## src/rtl/fsm_pkg.sv

```systemverilog
`default_nettype none
// ============================================================================
//  Module      : fsm_pkg
//  Description : Shared types and constants for the multi-channel handshake
//                sequencer: state encoding, error cause codes and a helper
//                that sizes the per-channel dwell counter.
//  Revision    : 1.0 - initial release
// ============================================================================
package fsm_pkg;

    typedef enum logic [2:0] {
        STATE_IDLE  = 3'd0,
        STATE_1     = 3'd1,
        STATE_2     = 3'd2,
        STATE_3     = 3'd3,
        STATE_ERROR = 3'd4
    } state_t;

    localparam logic [2:0] ERR_NONE     = 3'd0;
    localparam logic [2:0] ERR_BAD_IDLE = 3'd1;
    localparam logic [2:0] ERR_BAD_S1   = 3'd2;
    localparam logic [2:0] ERR_BAD_S2   = 3'd3;
    localparam logic [2:0] ERR_BAD_S3   = 3'd4;
    localparam logic [2:0] ERR_TIMEOUT  = 3'd5;

    // Dwell counter must hold 0..TIMEOUT-1; never narrower than one bit.
    function automatic int dwell_width(input int timeout);
        int w;
        w = (timeout > 0) ? $clog2(timeout + 1) : 1;
        return (w < 1) ? 1 : w;
    endfunction

endpackage : fsm_pkg
`default_nettype wire

```

## src/rtl/fsm_ch_core.sv

```systemverilog
`default_nettype none
// ============================================================================
//  Module      : fsm_ch_core
//  Description : One channel of the handshake sequencer. Holds the state
//                register, the dwell counter used for the stay-too-long
//                timeout, the latched error cause and a saturating count of
//                ERROR entries. Outputs are Moore-decoded from the state.
//  Ports       : clk, n_rst (sync, active-low), en (0 freezes channel),
//                clr (soft clear), i1..i4 (conditions),
//                n_o1/o2/o3/o4 (actuators), err, err_code[2:0],
//                err_cnt[CNT_W-1:0]
//  Revision    : 1.0 - initial release
// ============================================================================
module fsm_ch_core
    import fsm_pkg::*;
#(
    parameter int TIMEOUT = 16,
    parameter int CNT_W   = 4
) (
    input  logic             clk,
    input  logic             n_rst,
    input  logic             en,
    input  logic             clr,
    input  logic             i1,
    input  logic             i2,
    input  logic             i3,
    input  logic             i4,
    output logic             n_o1,
    output logic             o2,
    output logic             o3,
    output logic             o4,
    output logic             err,
    output logic [2:0]       err_code,
    output logic [CNT_W-1:0] err_cnt
);

    localparam int DW = dwell_width(TIMEOUT);
    localparam logic [DW-1:0] DWELL_LAST = DW'((TIMEOUT > 0) ? TIMEOUT - 1 : 0);

    state_t           r_state;
    logic [DW-1:0]    r_dwell;
    logic [2:0]       r_code;
    logic [CNT_W-1:0] r_cnt;

    state_t           w_next;
    logic [2:0]       w_cause;
    logic             w_timed;
    logic             w_self;

    // ------------------------------------------------------------------
    // Next-state selection
    // ------------------------------------------------------------------
    always_comb begin
        w_next  = r_state;
        w_cause = ERR_NONE;
        w_timed = 1'b0;
        case (r_state)
            STATE_IDLE: begin
                if (i1 && i2)             w_next = STATE_1;
                else if (i1 && !i2 && i3) w_next = STATE_2;
                else if (!i1)             w_next = STATE_IDLE;
                else begin
                    w_next  = STATE_ERROR;
                    w_cause = ERR_BAD_IDLE;
                end
            end
            STATE_1: begin
                w_timed = 1'b1;
                if (!i2)                  w_next = STATE_1;
                else if (i3)              w_next = STATE_2;
                else if (i4)              w_next = STATE_3;
                else begin
                    w_next  = STATE_ERROR;
                    w_cause = ERR_BAD_S1;
                end
            end
            STATE_2: begin
                w_timed = 1'b1;
                if (i3)                   w_next = STATE_2;
                else if (i4)              w_next = STATE_3;
                else begin
                    w_next  = STATE_ERROR;
                    w_cause = ERR_BAD_S2;
                end
            end
            STATE_3: begin
                w_timed = 1'b1;
                if (!i1)                  w_next = STATE_IDLE;
                else if (!i2)             w_next = STATE_3;
                else begin
                    w_next  = STATE_ERROR;
                    w_cause = ERR_BAD_S3;
                end
            end
            STATE_ERROR: begin
                if (!i1)                  w_next = STATE_IDLE;
                else                      w_next = STATE_ERROR;
            end
            default:                      w_next = STATE_IDLE;
        endcase

        w_self = (w_next == r_state);

        // Timeout only replaces a self-loop, so a legal exit always wins.
        if ((TIMEOUT > 0) && w_timed && w_self && (r_dwell == DWELL_LAST)) begin
            w_next  = STATE_ERROR;
            w_cause = ERR_TIMEOUT;
            w_self  = 1'b0;
        end
    end

    // ------------------------------------------------------------------
    // State, dwell, cause and counter registers
    // ------------------------------------------------------------------
    always_ff @(posedge clk) begin
        if (!n_rst) begin
            r_state <= STATE_IDLE;
            r_dwell <= '0;
            r_code  <= ERR_NONE;
            r_cnt   <= '0;
        end else if (clr) begin
            r_state <= STATE_IDLE;
            r_dwell <= '0;
            r_code  <= ERR_NONE;
            r_cnt   <= '0;
        end else if (en) begin
            r_state <= w_next;

            if ((TIMEOUT > 0) && w_timed && w_self)
                r_dwell <= r_dwell + 1'b1;
            else
                r_dwell <= '0;

            // Cause is captured on entry, held during ERROR, dropped on exit.
            if (w_next == STATE_ERROR) begin
                if (r_state != STATE_ERROR) begin
                    r_code <= w_cause;
                    if (r_cnt != {CNT_W{1'b1}})
                        r_cnt <= r_cnt + 1'b1;
                end
            end else begin
                r_code <= ERR_NONE;
            end
        end
    end

    // ------------------------------------------------------------------
    // Moore output decode
    // ------------------------------------------------------------------
    always_comb begin
        n_o1 = 1'b1;
        o2   = 1'b0;
        o3   = 1'b0;
        o4   = 1'b0;
        err  = 1'b0;
        case (r_state)
            STATE_1: begin
                n_o1 = 1'b0;
                o2   = 1'b1;
            end
            STATE_2: begin
                o2 = 1'b1;
                o3 = 1'b1;
            end
            STATE_3:     o4  = 1'b1;
            STATE_ERROR: err = 1'b1;
            default: ;
        endcase
    end

    assign err_code = r_code;
    assign err_cnt  = r_cnt;

endmodule : fsm_ch_core
`default_nettype wire

```

## src/rtl/fsm_multi.sv

```systemverilog
`default_nettype none
// ============================================================================
//  Module      : fsm_multi
//  Description : NUM_CH independent handshake sequencer channels with dwell
//                timeout, enable, soft clear, latched error cause, saturating
//                error counter and an aggregate error flag.
//  Ports       : clk, n_rst (sync, active-low), en/clr/i1..i4 [NUM_CH],
//                n_o1/o2/o3/o4/err [NUM_CH], err_code [3*NUM_CH],
//                err_cnt [CNT_W*NUM_CH], any_err
//  Revision    : 1.0 - initial release
// ============================================================================
module fsm_multi
    import fsm_pkg::*;
#(
    parameter int NUM_CH  = 4,
    parameter int TIMEOUT = 16,
    parameter int CNT_W   = 4
) (
    input  logic                    clk,
    input  logic                    n_rst,
    input  logic [NUM_CH-1:0]       en,
    input  logic [NUM_CH-1:0]       clr,
    input  logic [NUM_CH-1:0]       i1,
    input  logic [NUM_CH-1:0]       i2,
    input  logic [NUM_CH-1:0]       i3,
    input  logic [NUM_CH-1:0]       i4,
    output logic [NUM_CH-1:0]       n_o1,
    output logic [NUM_CH-1:0]       o2,
    output logic [NUM_CH-1:0]       o3,
    output logic [NUM_CH-1:0]       o4,
    output logic [NUM_CH-1:0]       err,
    output logic [3*NUM_CH-1:0]     err_code,
    output logic [CNT_W*NUM_CH-1:0] err_cnt,
    output logic                    any_err
);

    generate
        for (genvar k = 0; k < NUM_CH; k++) begin : g_ch
            fsm_ch_core #(
                .TIMEOUT (TIMEOUT),
                .CNT_W   (CNT_W)
            ) u_core (
                .clk      (clk),
                .n_rst    (n_rst),
                .en       (en[k]),
                .clr      (clr[k]),
                .i1       (i1[k]),
                .i2       (i2[k]),
                .i3       (i3[k]),
                .i4       (i4[k]),
                .n_o1     (n_o1[k]),
                .o2       (o2[k]),
                .o3       (o3[k]),
                .o4       (o4[k]),
                .err      (err[k]),
                .err_code (err_code[3*k +: 3]),
                .err_cnt  (err_cnt[CNT_W*k +: CNT_W])
            );
        end
    endgenerate

    assign any_err = |err;

endmodule : fsm_multi
`default_nettype wire

```

## config.mk

```make
export PLATFORM = sky130hd
export DESIGN_NAME = fsm_multi
export DESIGN_NICKNAME = d
export VERILOG_FILES = /design/src/rtl/fsm_pkg.sv /design/src/rtl/fsm_ch_core.sv /design/src/rtl/fsm_multi.sv
export SDC_FILE = /design/constraint.sdc
export NUM_CORES = 1
export LEC_CHECK = 0
export CAP_MARGIN = 20
export CORE_MARGIN = 2
export CORE_UTILIZATION = 25
export DETAILED_ROUTE_END_ITERATION = 10
export HOLD_SLACK_MARGIN = 0.06
export SLEW_MARGIN = 20
export SYNTH_ARGS = -nofsm -noshare
export SYNTH_HDL_FRONTEND = slang
export SYNTH_SLANG_ARGS = --single-unit
```

## constraint.sdc

```tcl
create_clock -name clk -period 5.01 [get_ports clk]
set_input_delay 1.002 -clock clk [delete_from_list [all_inputs] [get_ports clk]]
set_output_delay 1.002 -clock clk [all_outputs]
set_load 0.1 [all_outputs]
```

==> flow_summary_export.csv, run 1 <==
group,metric,value,unit
synth,syn_avg_cell_area,7.74,µm²
synth,async_reset_ff_share,0,%
detailed_routing,drc,0,
timing,final_max_slew_viol_count,0,
critical_path,worstSetupStartpoint,"g_ch[3].u_core.r_state[1]$_SDFFE_PP0P_",
timing,fmax,256,MHz
critical_path,cp.arrival,2.91,ns
grt,grtUsageMet3,3.62,%
power_and_ir_drop,p_clk_share,49.1,%
synth,mappedNetlistArea,4040,µm²
synth,ys.flop_type,"dfxtp_1",
floorplanning,rows,46,
synth,synth_fa_ha_area_share,3.72,%
timing,setup_viol,0,
placement,place_congestion,0.898,
detailed_routing,viasPerCell,5.04,
grt,grt_max_degree,16,
critical_path,cp-end-kind,"primary output",
grt,grtUsageMet2,20.8,%
placement,dp_cells,768,
detailed_routing,ant_nets,0,
clock_tree,cts_tree,"done",
synth,synth-simple-area-share,28.7,%
power_and_ir_drop,power.switching,350,µW
synth,yosys.area_share.xor_xnor,0.217,%
critical_path,r2r_slack,2.58,ns
power_and_ir_drop,pwr-share-comb,14.0,%
synth,synth_nets,559,
placement,place_hpwl,8.00,mm
critical_path,path_depth,4,
timing,period_needed,3.91,ns
power_and_ir_drop,vdd_drop_max,151,µV
critical_path,worst-r2r-cell-count,6,
floorplanning,io_pins,75,
timing,setup_tns,0,ns
power_and_ir_drop,pwr-share-seq,36.9,%
cells_and_area,final_area,5120,µm²
cells_and_area,syn_to_final_growth,27.0,%
clock_tree,ctsResizeCount,0,
grt,use_met1,16.0,%
timing,rsz0062_at_grt,"no",
clock_tree,ctsHoldBuffers,0,
run_status,outcome,"finished clean",
floorplanning,chipHeight,131,µm
worst_hold_path,min_path_type,"flip-flop to flip-flop",
power_and_ir_drop,p_sw_share,26.3,%
detailed_routing,first_iter_violations,333,
cells_and_area,drive_above_1_share,6.16,%
run,cap_violations,0,
grt,grt_usage,12.6,%
timing,finalClockSkew,0.00472,ns
grt,grt_pass1_vias,3656,
critical_path,cp_slowest_stage_delay,0.99,ns
timing,hold_violations,0,
synth,seq_area_frac_synth,29.8,%
detailed_routing,wl_per_cell,13.7,µm
critical_path,regToRegStartpoint,"g_ch[3].u_core.r_state[1]$_SDFFE_PP0P_",
synth,synthMuxAreaShare,3.50,%
detailed_routing,vias,3955,
grt,top_usage_layer,"met2",
critical_path,criticalPathCategory,"flip-flop to primary output",
critical_path,timing.rr.end,"g_ch[3].u_core.err_cnt[2]$_SDFFE_PP0P_",
timing,max_slew_margin,32.0,%
power_and_ir_drop,p_int,982,µW
floorplanning,start_util,25.5,%
timing,worstMarginPinSlew,1.02,ns
synth,synthCells,521,
timing,timing.final.crit_share,78.1,%
placement,port-buffer-count,74,
synth,synth_top_family_by_area,"simple AND/OR/NAND/NOR gates",
synth,synth_warnings,0,
critical_path,crit_path_end,"any_err",
grt,grt_overflow_total,0,
clock_tree,clk_pin_slew_worst_paths,0.05,ns
floorplanning,core_area,15800,µm²
grt,antenna_found_initial,0,
clock_tree,insertion_delay,0.33,ns
timing,whs,0.452,ns
placement,dp_slack,1.48,ns
critical_path,cp_top_family,"buffers and inverters",
critical_path,worstPathRequired,4.01,ns
placement,dpl_cell_area,4800,µm²
floorplanning,dieArea,17200,µm²
grt,grt_pass1_wl,17.4,mm
timing,worst_slack,1.10,ns
clock_tree,clk_path_buf_depth,2,
clock_tree,postCtsSetupRepairBufs,0,
cells_and_area,n_antenna_cell,0,
clock_tree,cts_made_buffers,9,
synth,synth_edf_count,0,
critical_path,critPathSlowestCell,"clkdlybuf4s50_1",
floorplanning,die_w,131,µm
synth,synth.distinct_cells,71,
critical_path,crit_chain,"nor2_1 -> and2_1 -> or4_1 -> clkdlybuf4s50_1",
detailed_routing,wirelength,10.8,mm
power_and_ir_drop,power.density,260,nW/µm²
detailed_routing,firstDrtPassIters,4,
synth,ys_ff_latch,60,
power_and_ir_drop,power.leakage,1.82,nW
clock_tree,root_buffer,"clkbuf_16",
power_and_ir_drop,power.total,1.33,mW
clock_tree,numClockSinks,60,
clock_tree,htree_levels,3,
synth,synth_compound_area_share,25.8,%
cells_and_area,postLayoutCoreUtil,32.4,%
critical_path,path_buf_inv,1,
cells_and_area,nets,601,
critical_path,setup.worst_path.start_class,"flip-flop",
cells_and_area,fin_cells,784,
critical_path,path_max_fanout,15,
==> registers in the layout, indices dropped and copies added (netlist names) <==
name and count:
g_ch.u_core.r_dwell 20, g_ch.u_core.r_state 12, g_ch.u_core.err_code 12, g_ch.u_core.err_cnt 16
==> metal layers <==
| layer | vias to the layer above | wire length (µm) |
|---|---|---|
| li1 | 1980 | - |
| met4 | 0 | 141 |
| met3 | 13 | 565 |
| met5 | - | 0 |
| met2 | 82 | 5070 |
| met1 | 1880 | 4980 |
==> worst register-to-register path, stage by stage, from the launching register on <==
cell       delay (ns)
dfxtp_1          0.61
nand2b_1         0.22
a2111oi_0        0.78
a21oi_1          0.12
nand4_2          0.25
a31oi_1          0.12
a41o_1           0.23
==> worst min path at each step <==
stage / from / end / depth (start not counted)
after floorplan: g_ch[0].u_core.r_dwell[4]$_SDFFE_PP0P_ / g_ch[0].u_core.r_dwell[4]$_SDFFE_PP0P_ / 2
after global placement: g_ch[0].u_core.r_dwell[4]$_SDFFE_PP0P_ / g_ch[0].u_core.r_dwell[4]$_SDFFE_PP0P_ / 2
after detailed placement: g_ch[2].u_core.r_dwell[4]$_SDFFE_PP0P_ / g_ch[2].u_core.r_dwell[4]$_SDFFE_PP0P_ / 2
after CTS: g_ch[2].u_core.r_dwell[4]$_SDFFE_PP0P_ / g_ch[2].u_core.r_dwell[4]$_SDFFE_PP0P_ / 2
after global routing: g_ch[0].u_core.err_code[2]$_SDFFE_PP0P_ / g_ch[0].u_core.err_code[2]$_SDFFE_PP0P_ / 2
final: g_ch[2].u_core.r_dwell[4]$_SDFFE_PP0P_ / g_ch[2].u_core.r_dwell[4]$_SDFFE_PP0P_ / 2
==> power groups by stage <==
stage / clock (mW) / combinational (mW) / sequential [mW]
6_report: 0.655 / 0.187 / 0.491
5_1_grt: 0.692 / 0.201 / 0.492
4_1_cts: 0.672 / 0.186 / 0.491
3_5_place_dp: 0 / 0.185 / 0.501
3_3_place_gp: 0 / 0.183 / 0.500
2_1_floorplan: 0 / 0.123 / 0.509
==> Yosys cell counts (8+ instances only) <==
library cell  instances  area (µm²)
nand3_1              21         105
a21oi_1              55         275
nand2_1              50         188
ha_1                 12         150
inv_1                22        82.6
nor2_1               34         128
mux2i_1              13         130
clkbuf_1             15        56.3
nor3_1               10        50.1
a31oi_1               8        50.1
nor2b_1              11        68.8
nand3b_1             13        97.6
and3_1                8        50.1
buf_4                20         150
o21ai_0              25         125
dfxtp_1              60        1200
nand2b_1             21         131
==> layout make-up <==
class | instances | area [µm²]
clock buffer | 13 | 280
clock inverter | 3 | 42.5
fill | 1634 | 10700
inverter | 24 | 90.1
multi-input combinational | 394 | 2500
sequential | 60 | 1200
tap | 216 | 270
timing repair buffer | 74 | 741
==> layout by cell type (no fill, tap or decap), drive strengths merged, types with 9 or more instances in the layout <==
| master | n |
|---|---|
| nor2 | 34 |
| nand2 | 50 |
| ha | 12 |
| nor3 | 10 |
| inv | 24 |
| a31oi | 9 |
| nand3 | 22 |
| nor2b | 11 |
| clkbuf | 13 |
| a21oi | 57 |
| nand3b | 13 |
| clkdlybuf4s50 | 74 |
| nand2b | 21 |
| dfxtp | 60 |
| mux2i | 13 |
| o21ai | 28 |
==> logic make-up after synthesis <==
| family | Yosys count |
|---|---|
| multiplexers | 14 |
| AO/OA/AOI/OAI | 155 |
| flip-flops | 60 |
| adder cells (fa/ha/maj) | 12 |
| XOR/XNOR | 1 |
| buffers and inverters | 67 |
| AND/OR/NAND/NOR | 212 |
Note: power is estimated with default switching activity, not from simulation.
==> inputs of run 2 (changes only) <==
- clock period: 5.01 -> 3.45 ns (I/O delays scaled with it)
==> run 2 against run 1 <==
First-iteration DRC count grew 1.5%. Worst setup slack lost 0.56 ns. Wire length grew 0.35%. Clock skew shrank 0.00086 ns. Sequential power grew 45%. Utilization shrank 0.81 points. Via count grew 2.0%. Sequential share of layout area grew 0.60 points. Hold slack gained 0.0017 ns.
==> flow_summary_export.csv, run 2 (synthesis gave the netlist of run 1 again) <==
group,metric,value,unit
critical_path,r2r_slack,0.96,ns
floorplanning,io_pins,75,
critical_path,cp-end-kind,"primary output",
timing,timing.final.crit_share,84.3,%
power_and_ir_drop,power.density,357,nW/µm²
worst_hold_path,min_path_type,"flip-flop to flip-flop",
clock_tree,clk_path_buf_depth,2,
grt,grt_max_degree,16,
clock_tree,root_buffer,"clkbuf_16",
placement,dp_slack,0.336,ns
timing,final_max_slew_viol_count,0,
timing,hold_violations,0,
cells_and_area,nets,603,
timing,setup_tns,0,ns
clock_tree,cts_made_buffers,9,
cells_and_area,drive_above_1_share,11.8,%
timing,setup_viol,0,
detailed_routing,vias,4033,
run,cap_violations,0,
clock_tree,numClockSinks,60,
grt,grt_pass1_wl,17.1,mm
detailed_routing,ant_nets,0,
critical_path,criticalPathCategory,"flip-flop to primary output",
grt,antenna_found_initial,2,
clock_tree,postCtsSetupRepairBufs,0,
placement,place_congestion,0.926,
cells_and_area,largest_reg_flops,20,
timing,period_needed,2.91,ns
clock_tree,ctsHoldBuffers,0,
timing,fmax,344,MHz
critical_path,setup.worst_path.start_class,"flip-flop",
detailed_routing,wirelength,10.8,mm
detailed_routing,wl_per_cell,13.7,µm
clock_tree,clk_pin_slew_worst_paths,0.05,ns
detailed_routing,firstDrtPassIters,4,
floorplanning,rows,46,
placement,port-buffer-count,74,
power_and_ir_drop,power.leakage,1.86,nW
power_and_ir_drop,vdd_drop_max,249,µV
clock_tree,htree_levels,3,
timing,worst_slack,0.541,ns
cells_and_area,final_common_cell,"dfxtp_1",
clock_tree,cts_tree,"done",
detailed_routing,viasPerCell,5.13,
floorplanning,core_area,15800,µm²
floorplanning,chipHeight,131,µm
grt,grt_usage,12.5,%
floorplanning,dieArea,17200,µm²
critical_path,path_max_fanout,15,
run_status,outcome,"finished clean",
timing,max_slew_margin,33.9,%
detailed_routing,drc,0,
timing,rsz0062_at_grt,"no",
cells_and_area,final_cell_mix,"60 x dfxtp_1, 55 x a21oi_1, 50 x nand2_1, 40 x clkdlybuf4s50_1, 36 x buf_4",
timing,worstMarginPinSlew,0.989,ns
cells_and_area,syn_to_final_growth,23.8,%
timing,finalClockSkew,0.00386,ns
clock_tree,ctsResizeCount,0,
cells_and_area,top_register,"g_ch.u_core.r_dwell",
critical_path,cp.arrival,2.22,ns
cells_and_area,n_antenna_cell,0,
detailed_routing,first_iter_violations,338,
floorplanning,start_util,25.5,%
critical_path,worstPathRequired,2.76,ns
clock_tree,insertion_delay,0.33,ns
grt,grt_overflow_total,0,
grt,grt_pass1_vias,3643,
placement,place_hpwl,8.05,mm
floorplanning,die_w,131,µm
[run 2: routing by layer]
| layer | share of wire (%) | global-route usage, % |
|---|---|---|
| met5 | 0.19 | 0 |
| met1 | 44 | 15.0 |
| met2 | 48 | 20.8 |
| met3 | 6.7 | 4.80 |
| met4 | 1.3 | 3.57 |
[run 2: stage by stage]
step / hold slack, ns / power, mW / cell area, µm² / util, % / instances
finish: 0.454 / 1.78 / 4990 / 31.6 / 786
global route: 0.493 / 1.87 / 4990 / 31.6 / 786
detailed placement: 0.451 / 0.996 / 4730 / 29.9 / 770
CTS: 0.459 / 1.81 / 4990 / 31.6 / 786
floorplan: 0.432 / 0.917 / 4040 / - / 521
global placement: 0.439 / 0.992 / 4730 / 29.9 / 770
[run 2: critical path: stages (launching register included)]
cell and delay, ns:
dfxtp_1 0.62, nor2_1 0.11, and2_1 0.29, or4_1 0.60, buf_4 0.26
[run 2: cell type report]
type                       instances  area [µm²]
clock buffer                      14         254
clock inverter                     2        10.0
fill                            1673       10800
inverter                          24        90.1
multi-input combinational        394        2500
sequential                        60        1200
tap                              216         270
timing repair buffer              76         671
[run 2: final timing paths]
path | cells after the start | from | endpoint
setup reg to reg | 6 | g_ch[3].u_core.r_state[1]$_SDFFE_PP0P_ | g_ch[3].u_core.err_cnt[2]$_SDFFE_PP0P_
hold / removal | 2 | g_ch[0].u_core.r_dwell[4]$_SDFFE_PP0P_ | g_ch[0].u_core.r_dwell[4]$_SDFFE_PP0P_
hold reg to reg | 2 | g_ch[0].u_core.r_dwell[4]$_SDFFE_PP0P_ | g_ch[0].u_core.r_dwell[4]$_SDFFE_PP0P_
setup / recovery | 4 | g_ch[3].u_core.r_state[1]$_SDFFE_PP0P_ | any_err
[run 2: where the power goes]
group,switching [mW],internal (mW)
clock network,0.297,0.503
logic,0.181,0.0894
registers,0.0130,0.701
total,0.491,1.29
==> inputs of run 3 (changes only) <==
- clock period: 3.45 -> 2.72 ns (I/O delays scaled with it)
==> run 3 against run 2 <==
Register-to-register slack got worse by 0.49 ns. Largest power group unchanged. Clock skew rose by 0.0042 ns. First-iteration DRC count rose by 7.7%. Critical path type unchanged. Count of clock-buffer cells in the layout fell by 4. Critical path depth rose by 1. Critical endpoint unchanged.
==> flow_summary_export.csv, run 3 (synthesis gave the netlist of run 1 again) <==
group,metric,value,unit
run_status,outcome,"finished clean",
placement,place_congestion,0.908,
timing,fmax,389,MHz
critical_path,critPathSlowestCell,"dfxtp_1",
run,cap_violations,0,
timing,finalClockSkew,0.00809,ns
cells_and_area,nets,626,
clock_tree,insertion_delay,0.33,ns
critical_path,cp-end-kind,"primary output",
clock_tree,root_buffer,"clkbuf_16",
detailed_routing,drc,0,
cells_and_area,syn_to_final_growth,29.1,%
critical_path,cp_slowest_stage_delay,0.59,ns
detailed_routing,first_iter_violations,364,
clock_tree,clk_pin_slew_worst_paths,0.05,ns
timing,rsz0062_at_grt,"no",
floorplanning,start_util,25.5,%
timing,timing.final.crit_share,94.6,%
placement,dpl_cell_area,4920,µm²
detailed_routing,firstDrtPassIters,5,
clock_tree,htree_levels,3,
timing,setup_tns,0,ns
cells_and_area,fill_cells,1682,
placement,place_hpwl,8.40,mm
detailed_routing,vias,4081,
grt,grt_usage,13.0,%
critical_path,setup.worst_path.start_class,"flip-flop",
cells_and_area,final_cell_mix,"70 x buf_4, 58 x dfxtp_1, 55 x a21oi_1, 50 x nand2_1, 34 x nor2_1",
floorplanning,die_w,131,µm
clock_tree,cts_made_buffers,9,
clock_tree,clk_path_buf_depth,2,
timing,setup_viol,0,
grt,grt_max_degree,15,
cells_and_area,final-seq-area,1200,µm²
detailed_routing,ant_nets,0,
cells_and_area,final_common_cell,"buf_4",
worst_hold_path,min_path_type,"flip-flop to flip-flop",
detailed_routing,wirelength,11.1,mm
clock_tree,numClockSinks,60,
grt,grt_pass1_vias,3717,
critical_path,worstPathRequired,2.18,ns
grt,grt_pass1_wl,17.9,mm
critical_path,cp_top_family,"simple AND/OR/NAND/NOR gates",
floorplanning,core_area,15800,µm²
floorplanning,rows,46,
grt,antenna_found_initial,0,
timing,worstMarginPinSlew,0.526,ns
timing,worst_slack,0.147,ns
placement,port-buffer-count,74,
cells_and_area,drive_above_1_share,18.6,%
detailed_routing,wl_per_cell,13.7,µm
clock_tree,postCtsSetupRepairBufs,0,
timing,hold_violations,0,
timing,final_max_slew_viol_count,0,
critical_path,cp.arrival,2.03,ns
cells_and_area,final_area,5210,µm²
power_and_ir_drop,power.density,463,nW/µm²
placement,dp_slack,0.00732,ns
floorplanning,io_pins,75,
critical_path,path_max_fanout,13,
critical_path,criticalPathCategory,"flip-flop to primary output",
floorplanning,dieArea,17200,µm²
power_and_ir_drop,vdd_drop_max,286,µV
clock_tree,cts_tree,"done",
cells_and_area,multi_input_area,2500,µm²
cells_and_area,n_antenna_cell,0,
grt,grt_overflow_total,0,
cells_and_area,top_register,"g_ch.u_core.r_dwell",
critical_path,crit_chain,"nor2_1 -> nand2_1 -> inv_1 -> or4_1 -> buf_12",
power_and_ir_drop,power.total,2.41,mW
detailed_routing,viasPerCell,5.05,
timing,max_slew_margin,64.9,%
timing,period_needed,2.57,ns
power_and_ir_drop,power.leakage,2.03,nW
cells_and_area,largest_reg_flops,20,
critical_path,path_buf_inv,2,
floorplanning,chipHeight,131,µm
## run 3: cell count changes in the layout (fill, tap and decap cells not counted)
cell	before	now
buf_4	36	70
dfxtp_1	60	58
bufinv_16	0	1
dfxtp_2	0	2
clkbuf_1	4	0
clkinvlp_4	0	1
buf_12	0	4
clkinv_2	2	3
clkdlybuf4s50_1	40	25
## run 3: worst reg2reg max path, stage by stage, from the launching register on
cell and delay, ns:
dfxtp_1 0.36, ha_1 0.20, and3_1 0.16, ha_1 0.21, nand2_1 0.07, or4_1 0.44, o22ai_2 0.35, and4bb_2 0.28
nor3_1 0.04
## run 3: layout make-up
class	instances	share of cell area, %
Timing Repair Buffer	99	16.4
Multi-Input combinational cell	394	48.0
Tap cell	216	5.19
Clock inverter	5	1.01
Clock buffer	10	4.59
Sequential cell	60	23.1
Inverter	24	1.73
## run 3: where the power goes
part	total [mW]	internal, mW	leakage [nW]	switching, mW
logic	0.377	0.138	1.40	0.238
clock network	1.13	0.723	0.144	0.411
registers	0.901	0.888	0.485	0.0132
## run 3: metal layers
| layer | vias up | global-route usage [%] | part of all wire [%] |
|---|---|---|---|
| met5 | - | 0 | 0 |
| li1 | 2027 | - | - |
| met1 | 1946 | 16.6 | 47 |
| met4 | 0 | 3.25 | 0.65 |
| met3 | 8 | 4.44 | 5.0 |
| met2 | 100 | 21.2 | 48 |
## run 3: through the flow
| stage | hold WS, ns | instances | util (%) |
|---|---|---|---|
| after floorplan | 0.432 | 521 | - |
| after global placement | 0.440 | 793 | 31.1 |
| after detailed placement | 0.451 | 793 | 31.1 |
| after CTS | 0.458 | 808 | 32.9 |
| after global routing | 0.485 | 808 | 32.9 |
| final | 0.450 | 808 | 32.9 |
## run 3: path summary, 6_finish.rpt
| path | from | endpoint | slack (ns) | depth (start not counted) |
|---|---|---|---|---|
| worst max-delay path | g_ch[0].u_core.r_state[0]$_SDFFE_PP0P_ | any_err | 0.15 | 5 |
| worst min-delay path | g_ch[0].u_core.r_dwell[4]$_SDFFE_PP0P_ | g_ch[0].u_core.r_dwell[4]$_SDFFE_PP0P_ | 0.45 | 2 |
| worst max register to register | g_ch[2].u_core.r_dwell[0]$_SDFFE_PP0P_ | g_ch[2].u_core.err_cnt[3]$_SDFFE_PP0P_ | 0.47 | 8 |
| worst min register to register | g_ch[0].u_core.r_dwell[4]$_SDFFE_PP0P_ | g_ch[0].u_core.r_dwell[4]$_SDFFE_PP0P_ | 0.45 | 2 |
## run 3: repair_timing
item | CTS | global route
setup endpoints to repair | 0 | 1
hold buffers | 0 | 0
gates resized for setup | 0 | 2
